`config.mk`:
```
export PLATFORM = sky130hd
export DESIGN_NAME = clint_timer_flat
export DESIGN_NICKNAME = d
export VERILOG_FILES = /design/src/rtl/clint_timer_if.sv /design/src/rtl/clint_timer.sv /design/src/flat_wrapper.sv
export SDC_FILE = /design/constraint.sdc
export NUM_CORES = 1
export LEC_CHECK = 0
export CORE_ASPECT_RATIO = 1.1
export CORE_MARGIN = 2
export CORE_UTILIZATION = 40
export CTS_CLUSTER_SIZE = 10
export DETAILED_ROUTE_END_ITERATION = 12
export GPL_TIMING_DRIVEN = 0
export PLACE_DENSITY = 0.72
export SETUP_SLACK_MARGIN = 0.05
export SLEW_MARGIN = 20
export SYNTH_ARGS = -nofsm -noshare
export SYNTH_HDL_FRONTEND = slang
export SYNTH_SLANG_ARGS = --single-unit
```
`constraint.sdc`:
```
create_clock -name clk -period 9.4 [get_ports clk]
set_clock_uncertainty 0.1 [all_clocks]
set_input_delay 1.41 -clock clk [delete_from_list [all_inputs] [get_ports clk]]
set_output_delay 1.41 -clock clk [all_outputs]
set_load 0.05 [all_outputs]
```
`src/rtl/clint_timer_if.sv`:
```
// Single-outstanding valid/ready bus into the CLINT register window.
// The LSU/AXI bridge is the master; clint_timer is the slave.
interface clint_timer_if;
  logic        req_valid;
  logic        req_ready;
  logic        req_wen;
  logic [63:0] req_addr;
  logic [63:0] req_wdata;
  logic [7:0]  req_wstrb;
  logic        resp_valid;
  logic        resp_ready;
  logic [63:0] resp_rdata;
  logic        resp_err;

  modport master (
    output req_valid, req_wen, req_addr,
    output req_wdata, req_wstrb, resp_ready,
    input  req_ready, resp_valid,
    input  resp_rdata, resp_err
  );

  modport slave (
    input  req_valid, req_wen, req_addr,
    input  req_wdata, req_wstrb, resp_ready,
    output req_ready, resp_valid,
    output resp_rdata, resp_err
  );
endinterface

```
`src/rtl/clint_timer.sv`:
```
// Core-local timer: mtime, mtimecmp and clint_mtip for the CSR unit.
// Define CLINT_MSIP_EN to add the msip software-interrupt register.
module clint_timer #(
  parameter logic [63:0] BASE_ADDR = 64'h0200_0000,
  parameter int unsigned TICK_DIV  = 1
) (
  input  logic         clk,
  input  logic         rst,
  clint_timer_if.slave bus,
  output logic         clint_mtip,
  output logic         clint_msip
);

  localparam logic [63:0] OFF_MSIP = 64'h0000;
  localparam logic [63:0] OFF_CMP  = 64'h4000;
  localparam logic [63:0] OFF_TIME = 64'hBFF8;
  localparam logic [15:0] PRE_MAX  =
    16'(TICK_DIV - 1);

  typedef enum logic {
    IDLE,
    RESP
  } state_t;

  state_t      state;
  logic        ready_q;
  logic        valid_q;
  logic [63:0] rdata_q;
  logic        err_q;

  logic [15:0] presc;
  logic        tick;
  logic [63:0] mtime;
  logic [63:0] mtimecmp;
  logic        msip_q;

  logic [63:0] off;
  logic        aligned;
  logic        hit_msip;
  logic        hit_cmp;
  logic        hit_time;
  logic        dec_err;
  logic        accept;
  logic        wr_en;
  logic [63:0] wmask;
  logic [63:0] rd_mux;

  assign tick = (presc == PRE_MAX);

  always_ff @(posedge clk or posedge rst) begin
    if (rst) begin
      presc <= '0;
    end else if (tick) begin
      presc <= '0;
    end else begin
      presc <= presc + 16'd1;
    end
  end

  assign off      = bus.req_addr - BASE_ADDR;
  assign aligned  = (bus.req_addr[2:0] == 3'b000);
  assign hit_msip = aligned && (off == OFF_MSIP);
  assign hit_cmp  = aligned && (off == OFF_CMP);
  assign hit_time = aligned && (off == OFF_TIME);
  assign dec_err  = !(hit_msip || hit_cmp || hit_time);

  assign accept = bus.req_valid && (state == IDLE);
  assign wr_en  = accept && bus.req_wen && !dec_err;

  always_comb begin
    wmask = '0;
    for (int i = 0; i < 8; i++) begin
      wmask[8*i +: 8] = {8{bus.req_wstrb[i]}};
    end
  end

  // A write wins over the tick; the prescaler is not disturbed.
  always_ff @(posedge clk or posedge rst) begin
    if (rst) begin
      mtime <= '0;
    end else if (wr_en && hit_time) begin
      mtime <= (mtime & ~wmask)
             | (bus.req_wdata & wmask);
    end else if (tick) begin
      mtime <= mtime + 64'd1;
    end
  end

  always_ff @(posedge clk or posedge rst) begin
    if (rst) begin
      mtimecmp <= '1;
    end else if (wr_en && hit_cmp) begin
      mtimecmp <= (mtimecmp & ~wmask)
                | (bus.req_wdata & wmask);
    end
  end

`ifdef CLINT_MSIP_EN
  always_ff @(posedge clk or posedge rst) begin
    if (rst) begin
      msip_q <= 1'b0;
    end else if (wr_en && hit_msip
                 && bus.req_wstrb[0]) begin
      msip_q <= bus.req_wdata[0];
    end
  end
`else
  assign msip_q = 1'b0;
`endif

  assign clint_msip = msip_q;
  assign clint_mtip = (mtime >= mtimecmp);

  always_comb begin
    rd_mux = '0;
    unique case (1'b1)
      hit_msip: rd_mux = {63'b0, msip_q};
      hit_cmp:  rd_mux = mtimecmp;
      hit_time: rd_mux = mtime;
      default:  rd_mux = '0;
    endcase
  end

  // Response is captured at acceptance from pre-edge register values.
  always_ff @(posedge clk or posedge rst) begin
    if (rst) begin
      state   <= IDLE;
      ready_q <= 1'b1;
      valid_q <= 1'b0;
      rdata_q <= '0;
      err_q   <= 1'b0;
    end else begin
      unique case (state)
        IDLE: begin
          if (bus.req_valid) begin
            state   <= RESP;
            ready_q <= 1'b0;
            valid_q <= 1'b1;
            err_q   <= dec_err;
            rdata_q <= (bus.req_wen || dec_err)
                     ? 64'd0 : rd_mux;
          end
        end
        RESP: begin
          if (bus.resp_ready) begin
            state   <= IDLE;
            ready_q <= 1'b1;
            valid_q <= 1'b0;
            rdata_q <= '0;
            err_q   <= 1'b0;
          end
        end
        default: begin
          state   <= IDLE;
          ready_q <= 1'b1;
          valid_q <= 1'b0;
        end
      endcase
    end
  end

  assign bus.req_ready  = ready_q;
  assign bus.resp_valid = valid_q;
  assign bus.resp_rdata = rdata_q;
  assign bus.resp_err   = err_q;

endmodule

```
`src/flat_wrapper.sv`:
```
// flat-port wrapper written by rule: the top's interface ports become plain ports
module clint_timer_flat 
#(
  parameter logic [63:0] BASE_ADDR = 64'h0200_0000,
  parameter int unsigned TICK_DIV  = 1
)
  (clk, rst, clint_mtip, clint_msip, bus_req_valid, bus_req_wen, bus_req_addr, bus_req_wdata, bus_req_wstrb, bus_resp_ready, bus_req_ready, bus_resp_valid, bus_resp_rdata, bus_resp_err);
  clint_timer_if bus_i ();
  input  logic clk;
  input  logic rst;
  output logic clint_mtip;
  output logic clint_msip;
  input wire logic [$bits(bus_i.req_valid)-1:0] bus_req_valid;
  input wire logic [$bits(bus_i.req_wen)-1:0] bus_req_wen;
  input wire logic [$bits(bus_i.req_addr)-1:0] bus_req_addr;
  input wire logic [$bits(bus_i.req_wdata)-1:0] bus_req_wdata;
  input wire logic [$bits(bus_i.req_wstrb)-1:0] bus_req_wstrb;
  input wire logic [$bits(bus_i.resp_ready)-1:0] bus_resp_ready;
  output wire logic [$bits(bus_i.req_ready)-1:0] bus_req_ready;
  output wire logic [$bits(bus_i.resp_valid)-1:0] bus_resp_valid;
  output wire logic [$bits(bus_i.resp_rdata)-1:0] bus_resp_rdata;
  output wire logic [$bits(bus_i.resp_err)-1:0] bus_resp_err;
  assign bus_i.req_valid = bus_req_valid;
  assign bus_i.req_wen = bus_req_wen;
  assign bus_i.req_addr = bus_req_addr;
  assign bus_i.req_wdata = bus_req_wdata;
  assign bus_i.req_wstrb = bus_req_wstrb;
  assign bus_i.resp_ready = bus_resp_ready;
  assign bus_req_ready = bus_i.req_ready;
  assign bus_resp_valid = bus_i.resp_valid;
  assign bus_resp_rdata = bus_i.resp_rdata;
  assign bus_resp_err = bus_i.resp_err;
  clint_timer #(.BASE_ADDR(BASE_ADDR), .TICK_DIV(TICK_DIV)) u_core (.clk(clk), .rst(rst), .bus(bus_i), .clint_mtip(clint_mtip), .clint_msip(clint_msip));
endmodule
```
==> results.toml <==
[status]
status = "complete, no violations"

[cells_and_area]
multi_input_area_sq_um = 6730
drive_above_1_share_pct = 13.3
area_growth_pct = 26.5
seq_area_sq_um = 5390
fillers = 2935
layout.nets = 1785
final_util_pct = 51.3

[job]
maxCapViolCount = 0

[worst_setup_path]
cp-startpoint = "bus_req_addr[25]"
cp_top_family = "simple AND/OR/NAND/NOR gates"
rrSetupSlack_ps = 5160
crit_path_end_kind = "flip-flop"
arrival_ps = 6210
cp_data_required_time_ps = 9700
start_kind = "primary input"
cp_common_cell = "nand4_1"
path_buf_inv = 3
path_class = "in -> reg"
critPathMaxStageDelay_ps = 870
r2r_cells = 9
path_depth = 12
cp_max_fo = 10
slowest_stage = "nor4_2"
cp_cell_sequence = "clkdlybuf4s50_1 > inv_1 > ha_1 > nor3b_1 > nand4_1 > or4b_2 > and3_1 > nor4_2 > clkbuf_1 > nand4_1 > or2_0 > o211a_1"

[drt]
drtAntennaViolNets = 0
viasPerCell = 5.93
routed_wl_mm = 40.6
dr.pass1.iters = 6
drc = 0
wl_per_cell_microns = 20.1
dr_total_vias = 11900
drt-initial-drc-count = 1148

[sta]
relSlewSlack_pct = 27.1
period_minus_slack_ps = 5910
fin_crit_sh_pct = 62.9
setup_ws_ps = 3490
hold_viol = 0
finalSetupViolCount = 0
worstMarginPinSlew_ps = 1090
drv_slew = 0
rsz0062_at_grt = "no"
fmax_ghz = 0.169
hold-worst-slack_ps = 377

[synthesis]
synth_top_area_cell = "dfrtp_1"
synth_warnings = 0
yosysSeqAreaShare_pct = 42.4
yosysTopAreaCellShare_pct = 29.0
synthMostInstantiatedCell = "dfrtp_1"
syn-instance-count = 1340
yosys_most_used_dff = "dfrtp_1"
syn-cell-area_sq_um = 12700
synth_area_leaders = "dfrtp_1 (29%), dfstp_2 (13%), ha_1 (6.7%)"
ys_types = 76
synth_edf_count = 0
synth_area_per_cell_sq_um = 9.47
async_reset_ff_share_pct = 100
synth_nets = 1549
ys_ff_latch = 212
synthTopCellsByCount = "dfrtp_1 (147), nand2_1 (129), o21ai_0 (97)"

[power]
p_leak_uw = 0.00602
p_comb_share_pct = 8.2
p_sw_uw = 455
power_density_nw_per_um2 = 120
ir_drop_mv = 0.104
clkPwrFrac_pct = 44.3
internal_power_uw = 1480
seqPwrFrac_pct = 47.6
switching_share_pct = 23.5

[placement]
dpl_worst_slack_ps = 3090
dp_hpwl_mm = 30.5
gp_congestion = 0.936
io_buffers = 207

[floorplan]
boundaryPins = 210
core-area_sq_um = 31300
num_rows = 68
fp.dieW_microns = 174
dieArea_sq_um = 33200
start_util_pct = 40.5
die_h_microns = 191

[clock_network]
htreeDepth = 1
cts_buffer_depth = 3
cts_tree = "done"
root_buffer = "clkbuf_16"
clk_pin_slew_ps = 50
cts.sinks = 212
post_cts_resized = 0
worstSkewPairLatency_ps = 520
post_cts_buffers = 0
cts_made_buffers = 25
postCtsHoldBufs = 0

[grt]
grt_usage_pct = 24.0
antenna_found_initial = 3
grt_pass1_vias = 11700
overflow = 0
grt_pass1_wl_mm = 63.8
grt_max_degree = 79

[worst_hold_path]
min_path_type = "reg -> reg"
[power groups by stage]
stage | clock network (uW) | registers, uW | logic (uW)
floorplan | 0 | 945 | 43.1
global placement | 0 | 936 | 152
detailed placement | 0 | 936 | 158
CTS | 869 | 920 | 159
global route | 907 | 921 | 169
finish | 857 | 921 | 158
[cell usage in the layout, fill, tap and decap left out, types with 5 or more instances in the layout]
cell | Yosys | layout
and4_1 | 10 | 10
a31oi_1 | 16 | 16
clkbuf_1 | 55 | 71
o21bai_1 | 21 | 21
o221a_2 | 15 | 15
or4_1 | 8 | 8
nor3b_1 | 5 | 5
a21oi_1 | 64 | 64
nor2b_1 | 9 | 9
and3_1 | 16 | 16
o32ai_1 | 11 | 11
a22oi_1 | 64 | 64
xor2_1 | 5 | 5
nor4_2 | 7 | 7
dfrtp_1 | 147 | 147
o21ai_0 | 97 | 97
o211a_1 | 12 | 12
or3_1 | 5 | 5
nor2_1 | 66 | 66
dfstp_2 | 65 | 65
nand4_1 | 49 | 49
nor3_1 | 22 | 22
clkdlybuf4s50_1 | 0 | 207
nor4b_1 | 5 | 5
a21o_1 | 11 | 11
ha_1 | 68 | 68
xnor2_1 | 10 | 10
clkbuf_16 | 0 | 25
mux2_2 | 64 | 64
o21a_1 | 15 | 15
nand3_1 | 48 | 48
a211oi_1 | 8 | 8
and2_1 | 6 | 6
inv_1 | 96 | 95
nand2_1 | 129 | 129
nor4_1 | 21 | 21
o32a_1 | 7 | 7
o22ai_1 | 5 | 5
nand2_2 | 8 | 8
[worst register-to-register path, delay by kind of cell, from the launching register on]
kind                   cells  cell delay, ps
AO/OA/AOI/OAI              1              90
AND/OR/NAND/NOR            7            3220
flip-flops                 1             520
buffers and inverters      1             190
[how the worst min path moves through the flow]
stage                              start                         to  slack [ps]  cells past startpoint
6_report       u_core.bus.resp_rdata[35]  u_core.bus.resp_rdata[35]         380                      2
4_1_cts             u_core.bus.req_ready       u_core.bus.req_ready         380                      2
5_1_grt         u_core.bus.resp_rdata[1]   u_core.bus.resp_rdata[1]         400                      2
2_1_floorplan           u_core.presc[15]           u_core.presc[15]         340                      1
3_3_place_gp   u_core.bus.resp_rdata[32]  u_core.bus.resp_rdata[32]         360                      2
3_5_place_dp   u_core.bus.resp_rdata[35]  u_core.bus.resp_rdata[35]         370                      2
[routing by layer]
| metal | global-route usage, % | routed length (microns) |
|---|---|---|
| met1 | 31.3 | 16600 |
| met2 | 40.2 | 19300 |
| met3 | 3.59 | 3110 |
| met4 | 9.73 | 1480 |
| met5 | 0 | 12 |
[per-stage QoR]
step | total power, uW | cell area [sq um] | cells | setup TNS [ps]
2_1_floorplan | 988 | 12700 | 1340 | 0
3_3_place_gp | 1090 | 15300 | 1967 | -96890
3_5_place_dp | 1090 | 15400 | 1969 | 0
4_1_cts | 1950 | 16100 | 2011 | 0
5_1_grt | 2000 | 16100 | 2013 | 0
6_report | 1940 | 16100 | 2013 | 0
[layout make-up]
cell class | instances | area share [%]
multi-input cells | 973 | 41.9
flip-flops and latches | 212 | 33.5
repair buffers | 209 | 13.2
clock buffers | 41 | 4.27
well taps | 420 | 3.27
inverters | 96 | 2.29
plain buffers | 59 | 1.46
clock inverters | 1 | 0.0312
diodes | 2 | 0.0312
[logic make-up after synthesis]
group / count (synthesis) / synth area share, %
mux: 65 / 5.76
buf+inv: 155 / 4.69
other cells: 1 / 0.0295
flops: 212 / 42.4
xor+xnor: 15 / 1.03
compound gates: 384 / 20.7
simple gates: 440 / 18.7
fa+ha+maj: 68 / 6.70
Power figures use the tool's default switching activity.
